--- config.mk ---
export PLATFORM = sky130hd
export DESIGN_NAME = sample_tick_gen
export DESIGN_NICKNAME = d
export VERILOG_FILES = /design/src/rtl/sample_tick_gen.sv
export SDC_FILE = /design/constraint.sdc
export NUM_CORES = 1
export LEC_CHECK = 0
export BUFFER_PORTS_ARGS = -buffer_cell sky130_fd_sc_hd__buf_4
export CORE_MARGIN = 1
export CORE_UTILIZATION = 54
export DETAILED_ROUTE_END_ITERATION = 8
export PLACE_DENSITY = 0.76
export SETUP_SLACK_MARGIN = 0.05
export SYNTH_ARGS = -nofsm -noshare
export SYNTH_HDL_FRONTEND = slang
export SYNTH_SLANG_ARGS = --single-unit
export TNS_END_PERCENT = 50
--- constraint.sdc ---
create_clock -name clk_i -period 2.65 [get_ports clk_i]
set_input_delay 0.1325 -clock clk_i [delete_from_list [all_inputs] [get_ports clk_i]]
set_output_delay 0.1325 -clock clk_i [all_outputs]
set_load 0.01 [all_outputs]
--- src/rtl/sample_tick_gen.sv ---
// Fractional sample-rate clock enable: a phase accumulator whose carry-out becomes a
// one-cycle tick. The increment can be reloaded at runtime and only switches on a tick boundary.
module sample_tick_gen #(
  parameter int unsigned      ACC_W       = 32,
  parameter logic [ACC_W-1:0] DEFAULT_INC = ACC_W'(64'd8246337),
  parameter int unsigned      HOLDOFF_CYC = 16
) (
  input  logic             clk_i,
  input  logic             rst_n_i,
  input  logic             en_i,
  input  logic [ACC_W-1:0] cfg_inc_i,
  input  logic             cfg_valid_i,
  output logic             cfg_ready_o,
  output logic             tick_o,
  output logic [7:0]       phase_o,
  output logic [15:0]      tick_count_o,
  output logic             busy_o
);

  localparam int unsigned HOLD_W = (HOLDOFF_CYC > 1) ? $clog2(HOLDOFF_CYC) : 1;
  localparam logic [HOLD_W-1:0] HOLD_LAST = HOLD_W'(HOLDOFF_CYC - 1);

  typedef enum logic [1:0] {S_HOLDOFF, S_IDLE, S_RUN} state_e;

  state_e             state_q;
  logic [HOLD_W-1:0]  hold_cnt_q;
  logic [ACC_W-1:0]   acc_q;
  logic [ACC_W-1:0]   inc_active_q;
  logic [ACC_W-1:0]   inc_pending_q;
  logic               pending_q;
  logic               tick_q;
  logic [15:0]        tick_count_q;

  logic [ACC_W:0]     sum_d;
  logic               run;
  logic               carry;
  logic               xfer;
  logic               apply;

  assign run   = (state_q == S_RUN);
  assign sum_d = {1'b0, acc_q} + {1'b0, inc_active_q};
  assign carry = run && sum_d[ACC_W];

  assign cfg_ready_o = (state_q != S_HOLDOFF) && !pending_q;
  assign xfer        = cfg_valid_i && cfg_ready_o;
  // Swap only where it cannot stretch or shorten a sample period: on the carrying add
  // (which still uses the old increment), when not running, or when the accumulator is stalled.
  assign apply       = pending_q && (!run || carry || (inc_active_q == '0));

  always_ff @(posedge clk_i or negedge rst_n_i) begin
    if (!rst_n_i) begin
      state_q       <= S_HOLDOFF;
      hold_cnt_q    <= '0;
      acc_q         <= '0;
      inc_active_q  <= DEFAULT_INC;
      inc_pending_q <= '0;
      pending_q     <= 1'b0;
      tick_q        <= 1'b0;
      tick_count_q  <= '0;
    end else begin
      tick_q <= carry;
      if (carry) tick_count_q <= tick_count_q + 16'd1;
      if (run)   acc_q        <= sum_d[ACC_W-1:0];

      if (apply) begin
        inc_active_q <= inc_pending_q;
        pending_q    <= 1'b0;
      end else if (xfer) begin
        inc_pending_q <= cfg_inc_i;
        pending_q     <= 1'b1;
      end

      // Leaving RUN still performs that cycle's add, so a final carry keeps its tick.
      case (state_q)
        S_HOLDOFF: begin
          if (hold_cnt_q == HOLD_LAST) state_q <= S_IDLE;
          else                         hold_cnt_q <= hold_cnt_q + 1'b1;
        end
        S_IDLE:  if (en_i)  state_q <= S_RUN;
        S_RUN:   if (!en_i) state_q <= S_IDLE;
        default: state_q <= S_HOLDOFF;
      endcase
    end
  end

  assign tick_o       = tick_q;
  assign phase_o      = acc_q[ACC_W-1 -: 8];
  assign tick_count_o = tick_count_q;
  assign busy_o       = run;

endmodule

# Word-level counts from Yosys, hierarchy flattened
# Index checks and enable logic that the tools add are counted.
# op_classes
n_addsub	3
n_eq_ne	6
muxes	6
n_bitwise	2
reduce_logical	15
# op_table
cell	n
$add A32 B32 Y33	1
$logic_not A32 Y1	1
$add A16 B1 Y16 const B	1
$mux W2	3
$ne A2 B2 Y1 const B	3
$pmux W2 S3	1
$add A4 B1 Y4 const B	1
$eq A4 B4 Y1 const B	1
$logic_and A1 B1 Y1	4
$reduce_and A2 Y1	2
$reduce_bool A2 Y1	2
$reduce_and A3 Y1	1
$eq A2 B1 Y1 const B	1
$eq A2 B2 Y1 const B	1
$logic_not A1 Y1	2
$logic_not A2 Y1	1
$logic_or A1 B1 Y1	2
$mux W1	2
$not A1 Y1	2
# word_totals
regBits	120
inputBits	36
word_cells	40

# Longest topological paths before layout
# Gate-level depths: netlist of run 1.
# logic_depth
depth_word	7
depth_mapped	10
mapped_depth_nobuf	9

# Worst setup path after synthesis of run 1
# OpenSTA, ideal clock, no wires.
# synth_path
kind	register to register
from	reg acc_q[0]
to	reg inc_active_q[11]
setup_time_ps	125
arrival_time_ps	2572
t_required_ps	2525
setup_slack_ps	-46
stages_incl_launch_ff	11
n_path_buf	1
path_cell_list	dfrtp_1 -> ha_1 -> fa_1 -> a211oi_1 -> o21ai_1 -> nand4b_1 -> o2111a_1 -> o21ai_2 -> o21ai_4 -> buf_6 -> mux2_2
# synth_between
elab_chain_len	5
# synth_lines
item	line_no	text
start: declaration	27	logic [ACC_W-1:0] acc_q;
start signal: assignment	63	if (run) acc_q <= sum_d[ACC_W-1:0];
$add A32 B32 Y33	41	assign sum_d = {1'b0, acc_q} + {1'b0, inc_active_q};
$logic_and A1 B1 Y1	42	assign carry = run && sum_d[ACC_W];
$logic_or A1 B1 Y1 (2 in series)	48	assign apply = pending_q && (!run || carry || (inc_active_q == '0));
$logic_and A1 B1 Y1	48	
end signal: assignment	66	inc_active_q <= inc_pending_q;
end: declaration	28	logic [ACC_W-1:0] inc_active_q;
# No other way between the ends.
# A chain may end at the register's enable or synchronous reset.

# Final worst setup path of run 1
# layout_path
from	reg inc_active_q[16]
to	reg acc_q[25]
# layout_between
elab_chain_len	1
# layout_lines
item	line_no
$add A32 B32 Y33	41
# No other way between the ends.

==> results of run 1 <==
[layer usage]
layer / GRT usage [%] / part of all wire [%]
met1: 35.1 / 40
met5: 0 / 0
met4: 15.0 / 4.8
met2: 49.6 / 50
met3: 6.48 / 6.1
[path summary, 6_finish.rpt]
kind / cells after the start / start / to / slack (ns)
worst max-delay path: 8 / inc_active_q[16] / acc_q[25] / -0.14
max in group asynchronous: 3 / rst_n_i / inc_active_q[19] / 1.56
worst min-delay path: 4 / cfg_valid_i / pending_q / 0.25
min in group asynchronous: 2 / rst_n_i / acc_q[15] / 0.26
worst min register to register: 1 / tick_count_o[15] / tick_count_o[15] / 0.48
worst max register to register: 8 / inc_active_q[16] / acc_q[25] / -0.14
[area by class of cell]
cell class	instances	area (µm²)	share of cell area [%]
Multi-Input combinational cell	443	3630	40.7
Sequential cell	120	3020	33.9
Timing Repair Buffer	160	1430	16.0
Clock buffer	22	474	5.32
Tap cell	143	179	2.01
Clock inverter	10	143	1.60
Inverter	10	37.5	0.421
[repair_timing]
item	in CTS	in global routing
setup buffers	12	11
cloned	5	0
endpoints found under the setup margin	45	62
resized for setup	44	35
pin swaps	14	20
hold endpoints to repair	72	0
hold buffers	34	0
[cell families after synthesis]
family                     after synthesis  synth area share, %
buffers and inverters                   38                 3.03
and+or+nand+nor                        169                 12.8
muxes                                   68                 11.8
DFF                                    120                 46.5
adders and majority gates               35                 6.87
xor gates and xnor gates                41                 5.54
AOI/OAI and AO/OA                      130                 13.5
[Yosys cell counts, types with 5 or more instances]
master    number  area [µm²]
a211o_1        5        43.8
a211oi_1       5        37.5
a21o_1         6        45.0
a21oi_1       28         140
a31oi_1        5        31.3
and3_1        12        75.1
and4_1         6        52.6
buf_4          8        60.1
clkbuf_1      13        48.8
dfrtp_1      108        2700
dfstp_2       12         315
ha_1          34         425
inv_1         10        37.5
mux2_1         7        78.8
mux2_2        61         687
nand2_1       70         263
nand3_1       18        90.1
nand4_1       19         119
nor2_1        20        75.1
nor4_1         9        56.3
o211ai_1       5        37.5
o21ai_0       37         185
xnor2_1       25         219
xor2_1        16         140
[power groups by stage]
stage	Clock [W]	Combinational, W	Sequential (W)
2_1_floorplan	0	0.00402	0.00312
3_3_place_gp	0	0.00527	0.00333
3_5_place_dp	0	0.00546	0.00338
4_1_cts	0.00242	0.00630	0.00340
5_1_grt	0.00251	0.00753	0.00355
6_report	0.00242	0.00705	0.00350
[state kept, by name, indices dropped and copies added, names as in the netlist]
signal	cells
inc_pending_q	32
tick_o	1
acc_q	32
tick_count_o	16
state_q	2
pending_q	1
inc_active_q	32
hold_cnt_q	4
[worst max-delay path: cells and delay by family (launching register included)]
kind	cells	cell delay, ns
flip-flops	1	0.61
AO/OA/AOI/OAI	7	1.69
adder cells (fa/ha/maj)	1	0.35
[through the flow]
step,hold WS [ns],util (%),total power [W],TNS [ns],cells
CTS,0.240,74.9,0.0121,-0.953,898
global route,0.305,77.0,0.0136,-4.74,908
finish,0.250,77.0,0.0130,-3.77,908
floorplan,-0.163,-,0.00713,0,601
detailed placement,0.165,63.2,0.00884,-0.799,817
global placement,0.161,63.2,0.00860,-0.00451,817
==> out/qor.yml, run 1 <==
run_status:
  status: "finished with violations"
  violations: "DRC, setup timing"
final_layout:
  stdcell_area_um2: 8910
  drive_above_1_share_pct: 35.9
  syn2layout_area_growth_pct: 37.3
  final_common_cell: "buf_4"
  diodes: 0
  fillers: 685
  layout_common_cells: "buf_4 (116), dfrtp_1 (107), nand2_1 (70)"
  nets: 823
synth:
  synth_area_um2: 6490
  seq_area_frac_synth_pct: 46.5
  ys_types: 59
  yosysWarnings: 0
  synth.avg_cell_area_um2: 10.8
  ys_async_sr_fraction_pct: 100
  synth_edf_count: 0
  ys_seq_elements: 120
  netlist_instances: 601
  syn_nets: 672
  synth_flop_cell: "dfrtp_1"
critical_path:
  slowest_delay_ns: 0.61
  critPathMaxFanout: 7
  cp-start-kind: "flip-flop"
  critPathArrivalTime_ns: 3.10
  crit_top_cell: "a31oi_1"
  cp_cell_sequence: "ha_2, a21oi_1, o21ai_0, a31oi_1, a31oi_1, o31a_1, o21a_1, o31ai_2"
  crit_type: "flip-flop to flip-flop"
  end_kind: "flip-flop"
  required_ns: 2.95
  critPathSlowestCell: "dfstp_2"
floorplanning:
  die-area_um2: 12500
  start_util_pct: 56.1
  core_area_um2: 11600
  fp.dieW_um: 112
  die_y_um: 112
  rows: 39
  io_pins: 63
pwr:
  power_density_nw_per_um2: 1460
  comb_power_share_pct: 54.4
  p_leak_nw: 4.08
  seq_power_share_pct: 27.0
  clkPwrFrac_pct: 18.6
  peakVddDrop_v: 0.000808
  switching_share_pct: 40.5
  p_int_w: 0.00772
  p_switching_w: 0.00525
placed_design:
  portBuffers: 62
  gp_congestion: 0.874
  dp_slack_ns: -0.0561
  dp_hpwl_mm: 10.6
  dpl-instance-area_um2: 7310
routing:
  ant_nets: 0
  vias: 5661
  drc: 8
  first_pass_iters: 9
  viasPerCell: 6.23
  routedWlPerCell_um: 20.7
  routed_wl_mm: 18.8
  first_iter_violations: 462
sta:
  max_freq_mhz: 358
  max_slew_margin_pct: 54.3
  fin_skew_ns: 0.0160
  final_hold_viol_count: 0
  period_share_pct: 105
  maxSlewViolCount: 0
  rsz0062_at_grt: "yes"
  fin_ws_ns: -0.144
  worst_pin_slew_ns: 0.685
  min_period_ns: 2.79
  setup_viol: 37
clock_tree:
  cts_tree: "yes"
  cts_root_buf: "clkbuf_16"
  cts_max_level: 4
  path_clk_slew_ns: 0.06
  clock_latency_ns: 0.44
  cts.path.max_buffers: 2
  clock_sinks: 120
  numCtsBuffers: 17
global_routing:
  grt_overflow: 0
  grt_pass1_wl_mm: 27.9
  grt_max_degree: 77
  grt_pass1_vias: 5611
  antenna_found_initial: 0
  grt_util_all_layers_pct: 29.3
worst_hold_path:
  min_path_type: "input port to flip-flop"
flow_run:
  max_cap_violations: 0
(Power assumes the default switching activity.)
==> inputs of run 2 (changes only) <==
--- a/config.mk
+++ b/config.mk
@@ -5,9 +5,10 @@
 export SDC_FILE = /design/constraint.sdc
 export NUM_CORES = 1
 export LEC_CHECK = 0
+export ABC_AREA = 1
 export BUFFER_PORTS_ARGS = -buffer_cell sky130_fd_sc_hd__buf_4
 export CORE_MARGIN = 1
-export CORE_UTILIZATION = 54
+export CORE_UTILIZATION = 55
 export DETAILED_ROUTE_END_ITERATION = 8
 export PLACE_DENSITY = 0.76
 export SETUP_SLACK_MARGIN = 0.05
==> out/qor.yml, run 2 <==
synth:
  seq_area_frac_synth_pct: 39.8
  ys_seq_elements: 120
  synth_flop_cell: "dfrtp_1"
  synth.area.top_cells: "dfrtp_1 (36%), nand2_1 (25%), inv_1 (7.1%), ha_1 (5.6%), nand3_1 (5.2%)"
  ys_async_sr_fraction_pct: 100
  ys_types: 38
  synth_top_area_share_pct: 35.6
  yosys.area.top_type: "dfrtp_1"
  synth_area_um2: 7590
  netlist_instances: 1111
  yosysWarnings: 0
  synth.avg_cell_area_um2: 6.83
  yosysMostFrequentCell: "nand2_1"
  syn_nets: 1182
  synthTopCellsByCount: "nand2_1 (512), inv_1 (143), dfrtp_1 (108), nand3_1 (79), nor2_1 (68)"
  synth_edf_count: 0
critical_path:
  cp_top_family: "simple AND/OR/NAND/NOR gates"
  r2r_slack_ns: 0.24
  end_kind: "flip-flop"
  ff2ff_path_depth: 13
  cp-start-kind: "flip-flop"
  critical_path_buf_inv_count: 0
  critPathMaxFanout: 32
  required_ns: 3.01
  critPathSlowestCell: "fa_1"
  crit_type: "flip-flop to flip-flop"
  reg2reg_from: "acc_q[0]"
  cp_cell_sequence: "ha_1, fa_1, nand2_1, nand2_1, nand3_2, nand2_2, nand2_2, nand2_2, nand2_2, nand3_4, nand2_4, nand2_1, nand2_1"
  worstReg2RegEnd: "inc_active_q[16]"
  slowest_delay_ns: 0.43
  critPathArrivalTime_ns: 2.77
sta:
  min_period_ns: 2.41
  max_slew_margin_pct: 59.7
  maxSlewViolCount: 0
  fin_skew_ns: 0.0176
  rsz0062_at_grt: "no"
  max_freq_mhz: 415
  period_share_pct: 90.9
  final_hold_viol_count: 0
  setup_viol: 0
  worst_pin_slew_ns: 0.604
  tns_ns: 0
global_routing:
  grt_overflow: 0
  grt_pass1_vias: 7038
  grt_pass1_wl_mm: 32.0
  grt_max_degree: 69
  antenna_found_initial: 0
  grt_util_all_layers_pct: 28.3
run_status:
  status: "complete, no violations"
routing:
  routed_wl_mm: 18.4
  first_pass_iters: 5
  drc: 0
  routedWlPerCell_um: 13.2
  vias: 7044
  ant_nets: 0
  viasPerCell: 5.06
  first_iter_violations: 405
floorplanning:
  fp.dieW_um: 119
  rows: 42
  die-area_um2: 14300
  die_y_um: 119
  start_util_pct: 56.8
  io_pins: 63
  core_area_um2: 13300
placed_design:
  portBuffers: 62
  dpl.cell_count: 1325
  gp_congestion: 0.892
  dp_hpwl_mm: 13.2
clock_tree:
  clock_latency_ns: 0.43
  cts_root_buf: "clkbuf_16"
  cts_tree: "yes"
  cts.path.max_buffers: 2
  numCtsBuffers: 17
  cts_setup_buffers: 0
  clock_sinks: 120
  cts_max_level: 4
  path_clk_slew_ns: 0.07
final_layout:
  syn2layout_area_growth_pct: 19.6
  finalNonFillerCells: 1391
  top_regs: "acc_q: 32 flops, inc_active_q: 32 flops, inc_pending_q: 32 flops"
  layout_common_cells: "nand2_1 (512), inv_1 (143), dfrtp_1 (108)"
  nets: 1273
  drive_above_1_share_pct: 11.7
  diodes: 0
  final_common_cell: "nand2_1"
  fillers: 1155
pwr:
  total_power_w: 0.0103
  peakVddDrop_v: 0.000718
  p_leak_nw: 5.08
  power_density_nw_per_um2: 1130
flow_run:
  max_cap_violations: 0
worst_hold_path:
  min_path_type: "input port to async pin"
==> run 2: per-stage QoR <==
stage / util (%) / hold WS, ns / setup slack, ns / instance area, µm²
6_report: 68.0 / 0.0646 / 0.242 / 9070
5_1_grt: 68.0 / 0.0824 / 0.0687 / 9070
4_1_cts: 68.0 / 0.0580 / 0.254 / 9070
3_5_place_dp: 61.1 / -0.0487 / 0.309 / 8150
3_3_place_gp: 61.1 / -0.0475 / 0.389 / 8150
2_1_floorplan: - / -0.163 / 0.632 / 7590
==> run 2: power by group <==
| group | switching [W] | total, W | leakage [nW] | internal (W) |
|---|---|---|---|---|
| clock network | 0.000968 | 0.00230 | 0.284 | 0.00133 |
| logic | 0.00301 | 0.00477 | 3.29 | 0.00176 |
| registers | 0.000597 | 0.00322 | 1.51 | 0.00262 |
==> run 2: worst max path at each step <==
stage / from / endpoint / slack, ns / cells after the start
after floorplan: acc_q[0] / tick_count_o[12] / 0.63 / 15
after global placement: acc_q[0] / inc_active_q[7] / 0.39 / 13
after detailed placement: acc_q[0] / inc_active_q[9] / 0.31 / 13
after CTS: acc_q[0] / inc_active_q[16] / 0.25 / 13
after global routing: acc_q[0] / inc_active_q[16] / 0.07 / 13
final: acc_q[0] / inc_active_q[16] / 0.24 / 13
==> run 2: repair_timing <==
item	4_1_cts	5_1_grt
hold buffers	34	0
resized for setup	0	0
endpoints found under the hold margin	142	0
==> run 2: cells by family after synthesis <==
logic type	count (synthesis)	share of synthesized area, %
AND/OR/NAND/NOR	702	37.7
buffers and inverters	180	9.98
flip-flops	120	39.8
AO/OA/AOI/OAI	45	3.33
adder cells (fa/ha/maj)	35	5.87
XOR/XNOR	29	3.35
==> run 2: routing by layer <==
layer  up-vias  share of wire, %  track usage [%]
met3        41               4.6             5.46
li1       3586                 -                -
met1      3250                46             37.3
met2       167                48             46.1
met5         -                 0                0
met4         0               2.3             10.5
==> run 2: area by class of cell <==
type,count,area [µm²],area share [%]
repair buffers,106,893,9.85
well taps,176,220,2.43
flip-flops and latches,120,3020,33.3
clock buffers,17,425,4.69
multi-input cells,811,3810,42.0
inverters,146,548,6.04
clock inverters,15,156,1.72
